$ cat config.mk
export PLATFORM = sky130hd
export DESIGN_NAME = muldiv_hilo_unit
export DESIGN_NICKNAME = d
export VERILOG_FILES = /design/src/rtl/muldiv_hilo_unit.sv
export SDC_FILE = /design/constraint.sdc
export NUM_CORES = 1
export LEC_CHECK = 0
export ABC_AREA = 1
export CELL_PAD_IN_SITES_DETAIL_PLACEMENT = 2
export CELL_PAD_IN_SITES_GLOBAL_PLACEMENT = 2
export CORE_MARGIN = 2
export CORE_UTILIZATION = 25
export DETAILED_ROUTE_END_ITERATION = 6
export HOLD_SLACK_MARGIN = 0.1
export MAX_ROUTING_LAYER = met4
export PLACE_DENSITY_LB_ADDON = 0.1
export SLEW_MARGIN = 10
export SYNTH_ARGS = -nofsm -noshare
export SYNTH_HDL_FRONTEND = slang
export SYNTH_SLANG_ARGS = --single-unit
$ cat constraint.sdc
create_clock -name clk -period 14.88 [get_ports clk]
set_input_delay 2.976 -clock clk [delete_from_list [all_inputs] [get_ports clk]]
set_output_delay 2.976 -clock clk [all_outputs]
set_load 0.005 [all_outputs]
$ cat src/rtl/muldiv_hilo_unit.sv
// Iterative MULT/MULTU/DIV/DIVU unit that owns HI/LO. Latency is WIDTH+2 cycles from start to done.
// There is no backpressure: start, mthi and mtlo are dropped (not queued) while busy.
module muldiv_hilo_unit #(
    parameter int WIDTH = 32
) (
    input  logic             clk,
    input  logic             reset,
    input  logic             start,
    input  logic [1:0]       op,
    input  logic [WIDTH-1:0] rs_val,
    input  logic [WIDTH-1:0] rt_val,
    input  logic             mthi,
    input  logic             mtlo,
    input  logic [WIDTH-1:0] wr_data,
    output logic             busy,
    output logic             done,
    output logic [WIDTH-1:0] hi,
    output logic [WIDTH-1:0] lo
);

    localparam int CW = (WIDTH > 1) ? $clog2(WIDTH) : 1;
    localparam logic [CW-1:0] LAST = CW'(WIDTH - 1);

    typedef enum logic [1:0] {
        S_IDLE,
        S_RUN,
        S_FIX,
        S_DONE
    } state_t;

    state_t             state_q;
    state_t             state_d;
    logic [CW-1:0]      count_q;
    logic [2*WIDTH-1:0] work_q;
    logic [WIDTH-1:0]   opnd_q;
    logic               is_div_q;
    logic               neg_lo_q;
    logic               neg_hi_q;

    logic               rs_neg;
    logic               rt_neg;
    logic [WIDTH-1:0]   rs_abs;
    logic [WIDTH-1:0]   rt_abs;
    logic [WIDTH:0]     mul_sum;
    logic [2*WIDTH-1:0] mul_next;
    logic [WIDTH:0]     div_shift;
    logic [WIDTH:0]     div_diff;
    logic               div_ok;
    logic [2*WIDTH-1:0] div_next;
    logic [2*WIDTH-1:0] fix_prod;
    logic [WIDTH-1:0]   fix_quo;
    logic [WIDTH-1:0]   fix_rem;

    always_comb begin
        state_d = state_q;
        case (state_q)
            S_IDLE:  if (start) state_d = S_RUN;
            S_RUN:   if (count_q == LAST) state_d = S_FIX;
            S_FIX:   state_d = S_DONE;
            S_DONE:  state_d = S_IDLE;
            default: state_d = S_IDLE;
        endcase
    end

    always_ff @(posedge clk or posedge reset) begin
        if (reset) state_q <= S_IDLE;
        else        state_q <= state_d;
    end

    assign busy = (state_q == S_RUN) || (state_q == S_FIX);
    assign done = (state_q == S_DONE);

    // op[0]=0 selects the signed variants; signed ops run on magnitudes
    assign rs_neg = ~op[0] & rs_val[WIDTH-1];
    assign rt_neg = ~op[0] & rt_val[WIDTH-1];
    assign rs_abs = rs_neg ? -rs_val : rs_val;
    assign rt_abs = rt_neg ? -rt_val : rt_val;

    // Shift-add: upper half accumulates, lower half holds the unconsumed multiplier bits
    assign mul_sum  = {1'b0, work_q[2*WIDTH-1:WIDTH]} + {1'b0, (work_q[0] ? opnd_q : '0)};
    assign mul_next = {mul_sum, work_q[WIDTH-1:1]};

    // Restoring divide: upper half is the partial remainder, lower half shifts dividend out
    // and quotient bits in. Partial remainder < divisor keeps the borrow in bit WIDTH.
    assign div_shift = work_q[2*WIDTH-1:WIDTH-1];
    assign div_diff  = div_shift - {1'b0, opnd_q};
    assign div_ok    = ~div_diff[WIDTH];
    assign div_next  = {(div_ok ? div_diff[WIDTH-1:0] : div_shift[WIDTH-1:0]),
                        work_q[WIDTH-2:0], div_ok};

    assign fix_prod = neg_lo_q ? -work_q : work_q;
    assign fix_quo  = neg_lo_q ? -work_q[WIDTH-1:0] : work_q[WIDTH-1:0];
    assign fix_rem  = neg_hi_q ? -work_q[2*WIDTH-1:WIDTH] : work_q[2*WIDTH-1:WIDTH];

    always_ff @(posedge clk or posedge reset) begin
        if (reset) begin
            count_q  <= '0;
            work_q   <= '0;
            opnd_q   <= '0;
            is_div_q <= 1'b0;
            neg_lo_q <= 1'b0;
            neg_hi_q <= 1'b0;
        end else begin
            case (state_q)
                S_IDLE: begin
                    if (start) begin
                        count_q  <= '0;
                        is_div_q <= op[1];
                        if (op[1]) begin
                            work_q   <= {{WIDTH{1'b0}}, rs_abs};
                            opnd_q   <= rt_abs;
                            // divide by zero keeps the all-ones quotient unsigned
                            neg_lo_q <= (rs_neg ^ rt_neg) & (rt_val != '0);
                            neg_hi_q <= rs_neg;
                        end else begin
                            work_q   <= {{WIDTH{1'b0}}, rt_abs};
                            opnd_q   <= rs_abs;
                            neg_lo_q <= rs_neg ^ rt_neg;
                            neg_hi_q <= rs_neg ^ rt_neg;
                        end
                    end
                end
                S_RUN: begin
                    work_q  <= is_div_q ? div_next : mul_next;
                    count_q <= (count_q == LAST) ? '0 : count_q + 1'b1;
                end
                default: begin
                end
            endcase
        end
    end

    always_ff @(posedge clk or posedge reset) begin
        if (reset) begin
            hi <= '0;
            lo <= '0;
        end else if (state_q == S_FIX) begin
            if (is_div_q) begin
                hi <= fix_rem;
                lo <= fix_quo;
            end else begin
                hi <= fix_prod[2*WIDTH-1:WIDTH];
                lo <= fix_prod[WIDTH-1:0];
            end
        end else if (!busy) begin
            if (mthi) hi <= wr_data;
            if (mtlo) lo <= wr_data;
        end
    end

endmodule

## Yosys cells after proc, flatten, opt, wreduce, memory -nomap -nowiden

Cells that the tools add are included.

| storage, ports and cells | value |
|---|---|
| bits in registers | 170 |
| input port bits | 103 |

| operators by class | value |
|---|---|
| add/subtract/negate cells | 8 |
| equality and inequality tests | 7 |
| muxes and demuxes | 28 |
| bitwise logic cells | 6 |
| reduce and logical (&&, ||, !) cells | 11 |

Operators by type and width:

| operator | number |
|---|---|
| 32-bit two-way mux | 16 |
| 64-bit two-way mux | 3 |
| 32-bit negator | 4 |
| 64-bit case mux with 2 select lines | 1 |
| 64-bit negator | 1 |
| 32-bit by 32-bit adder with 33-bit output | 1 |
| 33-bit by 32-bit subtractor with 33-bit output | 1 |
| 32-bit nonzero test | 1 |
| 5-bit two-way mux | 2 |
| 5-bit case mux with 2 select lines | 1 |
| 2-bit AND reduction | 5 |
| 2-bit case mux with 4 select lines | 1 |
| 2-bit nonzero test | 3 |
| 5-bit by 1-bit adder with 5-bit output, second input constant | 1 |
| 5-bit equality test, second input constant | 1 |
| 2-bit equality test, second input constant | 2 |
| 2-bit two-way mux | 2 |
| 2-bit inequality test, second input constant | 2 |
| 1-bit bitwise AND | 3 |
| 2-bit by 1-bit equality test with 1-bit output, second input constant | 1 |
| 2-bit zero test | 1 |
| 1-bit two-way mux | 2 |
| 2-bit by 1-bit inequality test with 1-bit output, second input constant | 1 |
| 1-bit NOT | 2 |
| other kinds (2) | 2 |

## Longest topological paths before layout

Gate-level depths: netlist of run 1.

| depth | value |
|---|---|
| depth in word-level cells | 6 |
| gate-level depth with buffers | 22 |
| gate-level depth less buffers | 20 |

## Worst setup path before layout of run 1

OpenSTA, ideal clock, no wires.

| path | value |
|---|---|
| path kind | in2reg |
| from | input rt_val[0] |
| to | register opnd_q[30] |
| data arrival time | 4184 ps |
| data required time | 14749 ps |
| slack | 10565 ps |
| stages on the path | 11 |
| buffers on the path | 0 |
| path through | inv_1 ha_1 nand4_1 nor2_1 nand3_1 nand2_1 nand2_1 nand2_1 nand2_1 o211ai_1 o21ai_0 |

| on the way | value |
|---|---|
| longest elaborated chain between the ends | 3 |

Ends and longest elaborated chain:

| what | line | text |
|---|---|---|
| start: declaration | 11 | `input logic [WIDTH-1:0] rt_val,` |
| 32-bit negator | 77 | `assign rt_abs = rt_neg ? -rt_val : rt_val;` |
| 32-bit two-way mux | 77 |  |
| 32-bit two-way mux | 109 | `if (op[1]) begin` |
| end signal: assignment | 111 | `opnd_q <= rt_abs;` |
| end signal: assignment | 117 | `opnd_q <= rs_abs;` |
| end: declaration | 35 | `logic [WIDTH-1:0] opnd_q;` |

No other way between the ends.
A chain may end at the register's enable or synchronous reset.

## Worst setup path in the final report of run 1

| path | value |
|---|---|
| from | input start |
| to | register opnd_q[24] |

| on the way | value |
|---|---|
| longest elaborated chain between the ends | 1 |

Ends and longest elaborated chain:

| what | line | text |
|---|---|---|
| start: declaration | 8 | `input logic start,` |
| 2-bit AND reduction (no source line) | n/a |  |

No other way between the ends.

==> results of run 1 <==
==> state kept, by name (all words and copies together) (netlist names) <==
name,flops
count_q,5
hi,32
is_div_q,1
lo,32
neg_hi_q,1
neg_lo_q,1
opnd_q,32
state_q,2
work_q,64
==> placed cells by master (no fill, tap or decap), types with 3 or more instances in the layout <==
master           synthesis  final
xnor2_1                 15     15
o221ai_1                16     16
or2_2                   11     11
inv_6                    0      5
clkbuf_16                0     17
a21o_1                   4      4
nor2_1                 363    361
clkinv_2                 1      4
nor4_1                   6      6
a22oi_1                 16     16
and2_1                   5      5
o21a_1                   3      3
o21ai_0                117    116
o211ai_1                30     30
nand2_1                911    911
nor2_4                   5      7
buf_4                    5     21
nor2_2                   7      7
a211o_1                  3      3
nand2_2                 16     16
nand4_1                 46     46
ha_1                    75     74
dfrtp_1                170    169
a31oi_1                 56     56
o21bai_1                 8      8
clkinv_1                 4      5
o21ai_1                 21     21
xor2_1                  38     38
nand3_1                336    336
clkdlybuf4s50_1          0    168
nor3_1                  21     21
a21oi_1                183    183
inv_1                  425    423
inv_2                    9      9
nand3b_1                12     12
nand3_2                  3      3
==> power breakdown <==
part           internal (mW)  total (mW)  switching [mW]
combinational           1.10        3.40            2.31
sequential             0.681        1.05           0.373
clock                  0.253       0.486           0.233
total                   2.03        4.95            2.92
==> stage by stage <==
stage                     util, %  hold WS (ns)  instance area, um2
after floorplan                 -         0.474               17800
after global placement       29.0         0.500               20400
after detailed placement     29.0         0.512               20400
after CTS                    29.9         0.534               21000
after global routing         29.9         0.566               21000
final                        29.9         0.526               21000
==> worst paths after layout <==
check | slack, ns | startpoint | endpoint
setup / recovery | 9.39 | start | opnd_q[24]$_DFFE_PP0P_
hold / removal | 0.53 | count_q[1]$_DFFE_PP0P_ | count_q[1]$_DFFE_PP0P_
setup reg to reg | 11.09 | work_q[32]$_DFFE_PP0P_ | work_q[63]$_DFFE_PP0P_
hold reg to reg | 0.53 | count_q[1]$_DFFE_PP0P_ | count_q[1]$_DFFE_PP0P_
max in group asynchronous | 10.61 | reset | is_div_q$_DFFE_PP0P_
min in group asynchronous | 2.89 | reset | lo[15]$_DFFE_PP0P_
==> cells by family after synthesis <==
kind of cell | count (synthesis)
xor gates and xnor gates | 53
buffers and inverters | 544
adders and majority gates | 77
and+or+nand+nor | 1747
AOI/OAI and AO/OA | 464
DFF | 170
==> final cells by class <==
class / count / area [um2] / area share, %
inverters: 439 / 1650 / 7.88
flip-flops and latches: 170 / 4260 / 20.3
clock buffers: 19 / 443 / 2.11
well taps: 940 / 1180 / 5.61
clock inverters: 12 / 138 / 0.656
multi-input cells: 2341 / 11500 / 54.7
repair buffers: 189 / 1840 / 8.77
==> layer usage <==
metal  up-vias  GRT usage [%]
met5         -              -
met4         0           11.0
met3       121           3.77
met2       428           44.0
met1     10600           34.8
li1      10100              -
==> worst max-delay path, delay by kind of cell <==
| kind | cells | cell delay [ns] |
|---|---|---|
| AOI/OAI and AO/OA | 3 | 0.46 |
| and+or+nand+nor | 2 | 1.03 |
| buffers and inverters | 3 | 1.41 |
==> impl_metrics.tcl, run 1 <==
set metrics [dict create \
    outcome "finished, final reports clean" \
    slew_viol_final 0 \
    endpoint_kind "flip-flop" \
    route.met2.wl_um 46100 \
    cp_slowest_cell "nor2_1" \
    antenna_found_initial 2 \
    fin_worst_skew_ns 0.0192 \
    synth-adder-area-share_pct 5.50 \
    worstPathCellList "clkdlybuf4s50_1 > nand2_1 > buf_4 > nor2_1 > inv_1 > a21oi_1 > a21oi_1 > o21ai_0" \
    placed_cells 4079 \
    htree_levels 4 \
    cts.clk_slew.worst_paths_ns 0.08 \
    required_ns 15.28 \
    clk_path_buf_depth 2 \
    ios 169 \
    synth_cells 3055 \
    critPathMaxFanout 17 \
    core_area_mm2 0.0703 \
    hpwlAfterDp_um 81300 \
    fin_ws_ns 9.39 \
    worst_ep_arrival_time_ns 5.89 \
    drt-total-wl_um 99000 \
    initial_core_util_pct 25.3 \
    worst_slew_pin_slew_ns 1.25 \
    slew_headroom_pct 16.4 \
    dr_total_vias 21300 \
    async_flop_share_pct 100 \
    die_w_um 271 \
    grt_overflow_total 0 \
    routed.top_layer "met4" \
    synthTopCellsByArea "dfrtp_1, nand2_1, nand3_1, inv_1, nor2_1" \
    clkLatencyLatePin_ns 0.50 \
    cts_tree "yes" \
    synth.largest_area_cell "dfrtp_1" \
    max-cap-violations 0 \
    area_growth_pct 18.0 \
    synthTopCellsByCount "nand2_1, inv_1, nor2_1" \
    final_cells 4110 \
    hold_depth 2 \
    synth_edf_count 0 \
    synth_top_family_by_area "simple AND/OR/NAND/NOR gates" \
    synth-main-ff-cell "dfrtp_1" \
    yosysSeqAreaShare_pct 23.9 \
    wl_met3_um 3830 \
    ys_warn_count 0 \
    yosys.area_share.simple_pct 41.4 \
    root_buffer "clkbuf_16" \
    ir_drop_mv 0.115 \
    synth_most_common_cell "nand2_1" \
    avgRoutedWirePerCell_um 24.1 \
    rows 97 \
    clkSinkCount 170 \
    cts_setup_buffers 0 \
    place.gp.congestion 0.939 \
    finalPower_mw 4.95 \
    synth_nets 3235 \
    worst_setup_path_start_kind "input pin" \
    grt_pass1_wl_um 146000 \
    final_nets 3338 \
    grt_usage_pct 27.4 \
    pre_cts_ws_ns 8.90 \
    setup_violations 0 \
    power_density_mw_per_mm2 236 \
    synth-compound-area-share_pct 14.8 \
    num_antenna_cells 0 \
    die_h_um 271 \
    drt_iter0_markers 1275 \
    fill_cells 8637 \
    min_path_type "reg2reg" \
    fmax_mhz 182 \
    drt-met1-wl_um 44700 \
    totalNegativeSetupSlack_ns 0 \
    drc_errors 0 \
    cts-resized-gates 0 \
    post-route-min-period_ns 5.49 \
    synth_top_area_share_pct 23.9 \
    post_synth_xor_area_fraction_pct 2.61 \
    drtAntennaViolNets 0 \
    synth_area_per_cell_um2 5.82 \
    cts_hold_buf 0 \
    synth_seq_cells 170 \
    hold_viol 0 \
    fin_crit_sh_pct 36.9 \
    syn_area_mm2 0.0178 \
    synth_cell_type_count 46 \
    r2r_cells 17 \
    cts_made_buffers 17 \
    total_leakage_power_nw 10.3 \
    synth.area.mux_share_pct 0 \
    portBuffers 168 \
    crit_top_cell "a21oi_1" \
    dieArea_mm2 0.0733 \
    vias_per_cell 5.17 \
    path_class "in2reg" \
    dr.pass1.iters 5 \
    grt_max_degree 84 \
    slowest_delay_ns 0.96 \
    first_global_vias 22400 \
    drive_gt1_share_pct 3.50 \
    rsz0062_at_grt "false" \
]
No activity file was read; power rests on OpenSTA's default activity.
==> run 2, diff against run 1 <==
==> constraint.sdc (replaced) <==
create_clock -name clk -period 5.15 [get_ports clk]
set_input_delay 1.03 -clock clk [delete_from_list [all_inputs] [get_ports clk]]
set_output_delay 1.03 -clock clk [all_outputs]
set_load 0.005 [all_outputs]
==> impl_metrics.tcl, run 2 (synthesized netlist as in run 1, its figures left out) <==
set metrics [dict create \
    outcome "finished, final reports clean" \
    fin_worst_skew_ns 0.0208 \
    cts_hold_buf 0 \
    worst_setup_path_start_kind "flip-flop" \
    core_area_mm2 0.0703 \
    dr.pass1.iters 5 \
    rsz0062_at_grt "false" \
    placed_cells 4090 \
    required_ns 5.55 \
    path_class "reg2reg" \
    cpLargestDelayFamily "simple AND/OR/NAND/NOR gates" \
    path_buf_inv 4 \
    hpwlAfterDp_um 82600 \
    drc_errors 0 \
    drtAntennaViolNets 0 \
    fin_ws_ns 1.56 \
    ios 169 \
    placed_area_mm2 0.0205 \
    die_w_um 271 \
    final_area_mm2 0.0211 \
    cp_slowest_cell "dfrtp_1" \
    worstPathCellList "nand2_1 > inv_1 > ha_1 > inv_1 > fa_1 > inv_1 > nand3_1 > nand2_1 > inv_1 > o21ai_1 > nand2_1 > nand2_1 > nand2_1 > nand3_1 > nand2_1 > nor2_1 > nor2_1 > nand2_1 > nand2_1" \
    drt-total-wl_um 99400 \
    cts_made_buffers 17 \
    dieArea_mm2 0.0733 \
    root_buffer "clkbuf_16" \
    drt_iter0_markers 1355 \
    ir_drop_mv 0.334 \
    holdWs_ns 0.526 \
    clkLatencyLatePin_ns 0.51 \
    setup_violations 0 \
    portBuffers 168 \
    final_cell_mix "nand2_1, inv_1, nor2_1" \
    antenna_found_initial 1 \
    fin_crit_sh_pct 69.8 \
    largest_register "work_q" \
    hold_viol 0 \
    post-route-min-period_ns 3.59 \
    max-cap-violations 0 \
    area_growth_pct 18.7 \
    critPathMaxFanout 17 \
    slew_headroom_pct 25.3 \
    avgRoutedWirePerCell_um 24.1 \
    vias_per_cell 5.17 \
    cts_setup_buffers 0 \
    grt_usage_pct 27.7 \
    drive_gt1_share_pct 3.87 \
    pre_cts_ws_ns 1.39 \
    final_cells 4123 \
    htree_levels 4 \
    crit_top_cell "nand2_1" \
    total_leakage_power_nw 10.4 \
    largest_reg_flops 64 \
    place.gp.congestion 0.937 \
    endpoint_kind "flip-flop" \
    grt_pass1_wl_um 148000 \
    initial_core_util_pct 25.3 \
    clkSinkCount 170 \
    die_h_um 271 \
    cts_tree "yes" \
    grt_overflow_total 0 \
    cts-resized-gates 0 \
    worst_slew_pin_slew_ns 1.12 \
    totalNegativeSetupSlack_ns 0 \
    dr_total_vias 21300 \
    fmax_mhz 278 \
    min_path_type "reg2reg" \
    worst_ep_arrival_time_ns 3.99 \
    grt_max_degree 85 \
    power_density_mw_per_mm2 680 \
    slew_viol_final 0 \
    slowest_delay_ns 0.86 \
    final_nets 3349 \
    clk_path_buf_depth 2 \
    first_global_vias 22800 \
    layout_commonest_cell "nand2_1" \
    rows 97 \
    cts.clk_slew.worst_paths_ns 0.08 \
]
[run 2: cell count changes in the layout (fill, tap and decap cells not counted)]
cell | before | now
buf_4 | 21 | 30
buf_12 | 0 | 2
inv_8 | 1 | 3
clkinv_2 | 4 | 3
clkinvlp_4 | 1 | 2
diode_2 | 0 | 1
inv_6 | 5 | 4
[run 2: worst paths after layout]
check                                 startpoint                     end  slack (ns)  cells after the start
max                        work_q[0]$_DFFE_PP0P_  work_q[49]$_DFFE_PP0P_        1.56                     19
min                           hi[15]$_DFFE_PP0P_      hi[15]$_DFFE_PP0P_        0.53                      2
max reg2reg                work_q[0]$_DFFE_PP0P_  work_q[49]$_DFFE_PP0P_        1.56                     19
min reg2reg                   hi[15]$_DFFE_PP0P_      hi[15]$_DFFE_PP0P_        0.53                      2
max in group asynchronous                  reset    is_div_q$_DFFE_PP0P_        3.28                      3
min in group asynchronous                  reset  state_q[0]$_DFFE_PP0P_        0.89                      2
[run 2: cell type report]
| type | instances | area (um2) |
|---|---|---|
| timing repair buffer | 200 | 1950 |
| clock inverter | 13 | 155 |
| tap | 940 | 1180 |
| multi-input combinational | 2341 | 11500 |
| antenna | 1 | 2.50 |
| fill | 8671 | 49200 |
| inverter | 439 | 1650 |
| sequential | 170 | 4260 |
| clock buffer | 19 | 443 |
[run 2: tightest hold or removal path, cell delays in order (launching register included)]
cell and delay (ns):
dfrtp_1 0.34, nor2_1 0.05, a21oi_1 0.10
[run 2: where the power goes]
group | total [mW] | internal [mW] | switching (mW) | leakage (nW)
Combinational | 9.91 | 3.20 | 6.71 | 8.06
Sequential | 3.01 | 1.97 | 1.04 | 2.03
Clock | 1.44 | 0.742 | 0.693 | 0.294
[run 2: stage by stage]
| step | total power [mW] | util, % |
|---|---|---|
| 6_report | 14.3 | 30.0 |
| 5_1_grt | 15.6 | 30.0 |
| 4_1_cts | 14.5 | 30.0 |
| 3_5_place_dp | 13.0 | 29.2 |
| 3_3_place_gp | 12.7 | 29.2 |
| 2_1_floorplan | 8.73 | - |
[run 2: per-layer routing]
layer / part of all wire, % / global-route usage [%]
met4: 3.1 / 8.81
met5: 0 / -
met2: 48 / 45.9
met3: 3.4 / 2.86
met1: 46 / 35.3
==> run 3, diff against run 2 <==
==> constraint.sdc (replaced) <==
create_clock -name clk -period 2.9 [get_ports clk]
set_input_delay 0.58 -clock clk [delete_from_list [all_inputs] [get_ports clk]]
set_output_delay 0.58 -clock clk [all_outputs]
set_load 0.005 [all_outputs]
==> impl_metrics.tcl, run 3 (synthesized netlist as in run 1, its figures left out) <==
set metrics [dict create \
    die_h_um 271 \
    worst_ep_arrival_time_ns 3.14 \
    drive_gt1_share_pct 7.25 \
    worst_slew_pin_slew_ns 0.865 \
    startpoint "opnd_q[10]$_DFFE_PP0P_" \
    crit_top_cell "nand2_1" \
    worst_setup_path_start_kind "flip-flop" \
    fmax_mhz 365 \
    hold_viol 0 \
    drt-met1-wl_um 47700 \
    core_area_mm2 0.0703 \
    final_cell_mix "nand2_1, inv_1, nor2_1" \
    grt_usage_pct 28.6 \
    required_ns 3.30 \
    rows 97 \
    worstPathCellList "inv_1 > ha_1 > nand2_1 > inv_1 > a21oi_1 > nand3_1 > nand2_1 > nand2_1 > or2_2 > nand3_1 > nand3_1 > nand2_1 > nand2_1" \
    endpoint_kind "flip-flop" \
    ir_drop_mv 0.517 \
    area_growth_pct 24.2 \
    die_w_um 271 \
    setup_violations 0 \
    slew_headroom_pct 42.3 \
    path_class "reg2reg" \
    holdWs_ns 0.447 \
    first_global_vias 23100 \
    clkSinkCount 170 \
    fin_crit_sh_pct 94.4 \
    avgRoutedWirePerCell_um 24.4 \
    outcome "finished, final reports clean" \
    vias_per_cell 5.15 \
    finalPower_mw 27.1 \
    num_antenna_cells 0 \
    cts.clk_slew.worst_paths_ns 0.09 \
    slew_viol_final 0 \
    grt_overflow_total 0 \
    max-cap-violations 0 \
    drc_errors 0 \
    largest_register "work_q" \
    place.gp.congestion 0.919 \
    grt_max_degree 107 \
    route.met2.wl_um 48600 \
    clkLatencyLatePin_ns 0.51 \
    post-route-min-period_ns 2.74 \
    slowest_delay_ns 0.43 \
    drt-total-wl_um 103000 \
    reg2reg_slack_ns 0.16 \
    cts_tree "yes" \
    fill_cells 8691 \
    portBuffers 168 \
    clk_path_buf_depth 2 \
    initial_core_util_pct 25.3 \
    min_path_type "in2async" \
    routed.top_layer "met4" \
    total_leakage_power_nw 10.9 \
    power_density_mw_per_mm2 1220 \
    antenna_found_initial 2 \
    cp_slowest_cell "dfrtp_1" \
    dieArea_mm2 0.0733 \
    root_buffer "clkbuf_16" \
    final_nets 3449 \
    grt_pass1_wl_um 153000 \
    critPathMaxFanout 4 \
    layout_commonest_cell "nand2_1" \
    ios 169 \
    cts_made_buffers 17 \
    hpwlAfterDp_um 86400 \
    dr_total_vias 21700 \
    dr.pass1.iters 5 \
    drt_iter0_markers 1333 \
    r2r-start "opnd_q[10]$_DFFE_PP0P_" \
    htree_levels 4 \
    wl_met3_um 3360 \
    largest_reg_flops 64 \
    fin_worst_skew_ns 0.0192 \
    drtAntennaViolNets 0 \
    cts_hold_buf 0 \
]
## run 3: cell count changes in the layout (fill, tap and decap cells not counted), sizes merged
cell / previous run / this run
buf: 32 / 132
clkbuf: 19 / 20
diode: 1 / 0
clkinv: 9 / 8
## run 3: worst paths after layout
check	end	cells after the start
max in group asynchronous	hi[22]$_DFFE_PP0P_	3
min in group clk	hi[12]$_DFFE_PP0P_	2
min reg2reg	hi[12]$_DFFE_PP0P_	2
max	work_q[51]$_DFFE_PP0P_	13
min	state_q[1]$_DFFE_PP0P_	2
max reg2reg	work_q[51]$_DFFE_PP0P_	13
## run 3: through the flow
step	TNS [ns]	instances	util [%]	setup WS [ns]	cell area, um2
final	0	4222	31.4	0.163	22100
after global routing	-0.00261	4222	31.4	-0.00261	22100
after CTS	0	4221	31.3	0.0357	22000
after detailed placement	-0.243	4189	30.5	-0.175	21400
after global placement	-0.0605	4189	30.5	-0.0605	21400
after floorplan	0	3055	-	0.151	17800
## run 3: cell type report
class                           count  area [um2]  share of cell area, %
Tap cell                          940        1180                   5.32
Sequential cell                   170        4260                   19.3
Clock buffer                       20         457                   2.07
Timing Repair Buffer              300        2860                   12.9
Clock inverter                     12         155                  0.702
Inverter                          439        1650                   7.48
Multi-Input combinational cell   2341       11500                   52.2
## run 3: power by group
part,internal [mW],total (mW),switching [mW],leakage (nW)
Combinational,6.59,19.6,13.1,8.61
Clock,1.34,2.60,1.25,0.299
Sequential,3.51,4.82,1.31,2.02
## run 3: critical path: cells and delay by family, from the launching register on
family / cells / cell delay, ns
flip-flops: 1 / 0.43
adder cells (fa/ha/maj): 1 / 0.38
AND/OR/NAND/NOR: 9 / 1.41
buffers and inverters: 2 / 0.19
AO/OA/AOI/OAI: 1 / 0.21
## run 3: what timing repair did
| item | CTS | global route |
|---|---|---|
| gates resized for setup | 0 | 17 |
| setup endpoints to repair | 0 | 19 |
| buffers inserted | 0 | 1 |
## run 3: per-layer routing
layer / up-vias / global-route usage (%)
met5: - / -
met4: 0 / 8.72
met3: 90 / 2.39
met2: 454 / 46.7
met1: 10900 / 37.5
li1: 10300 / -
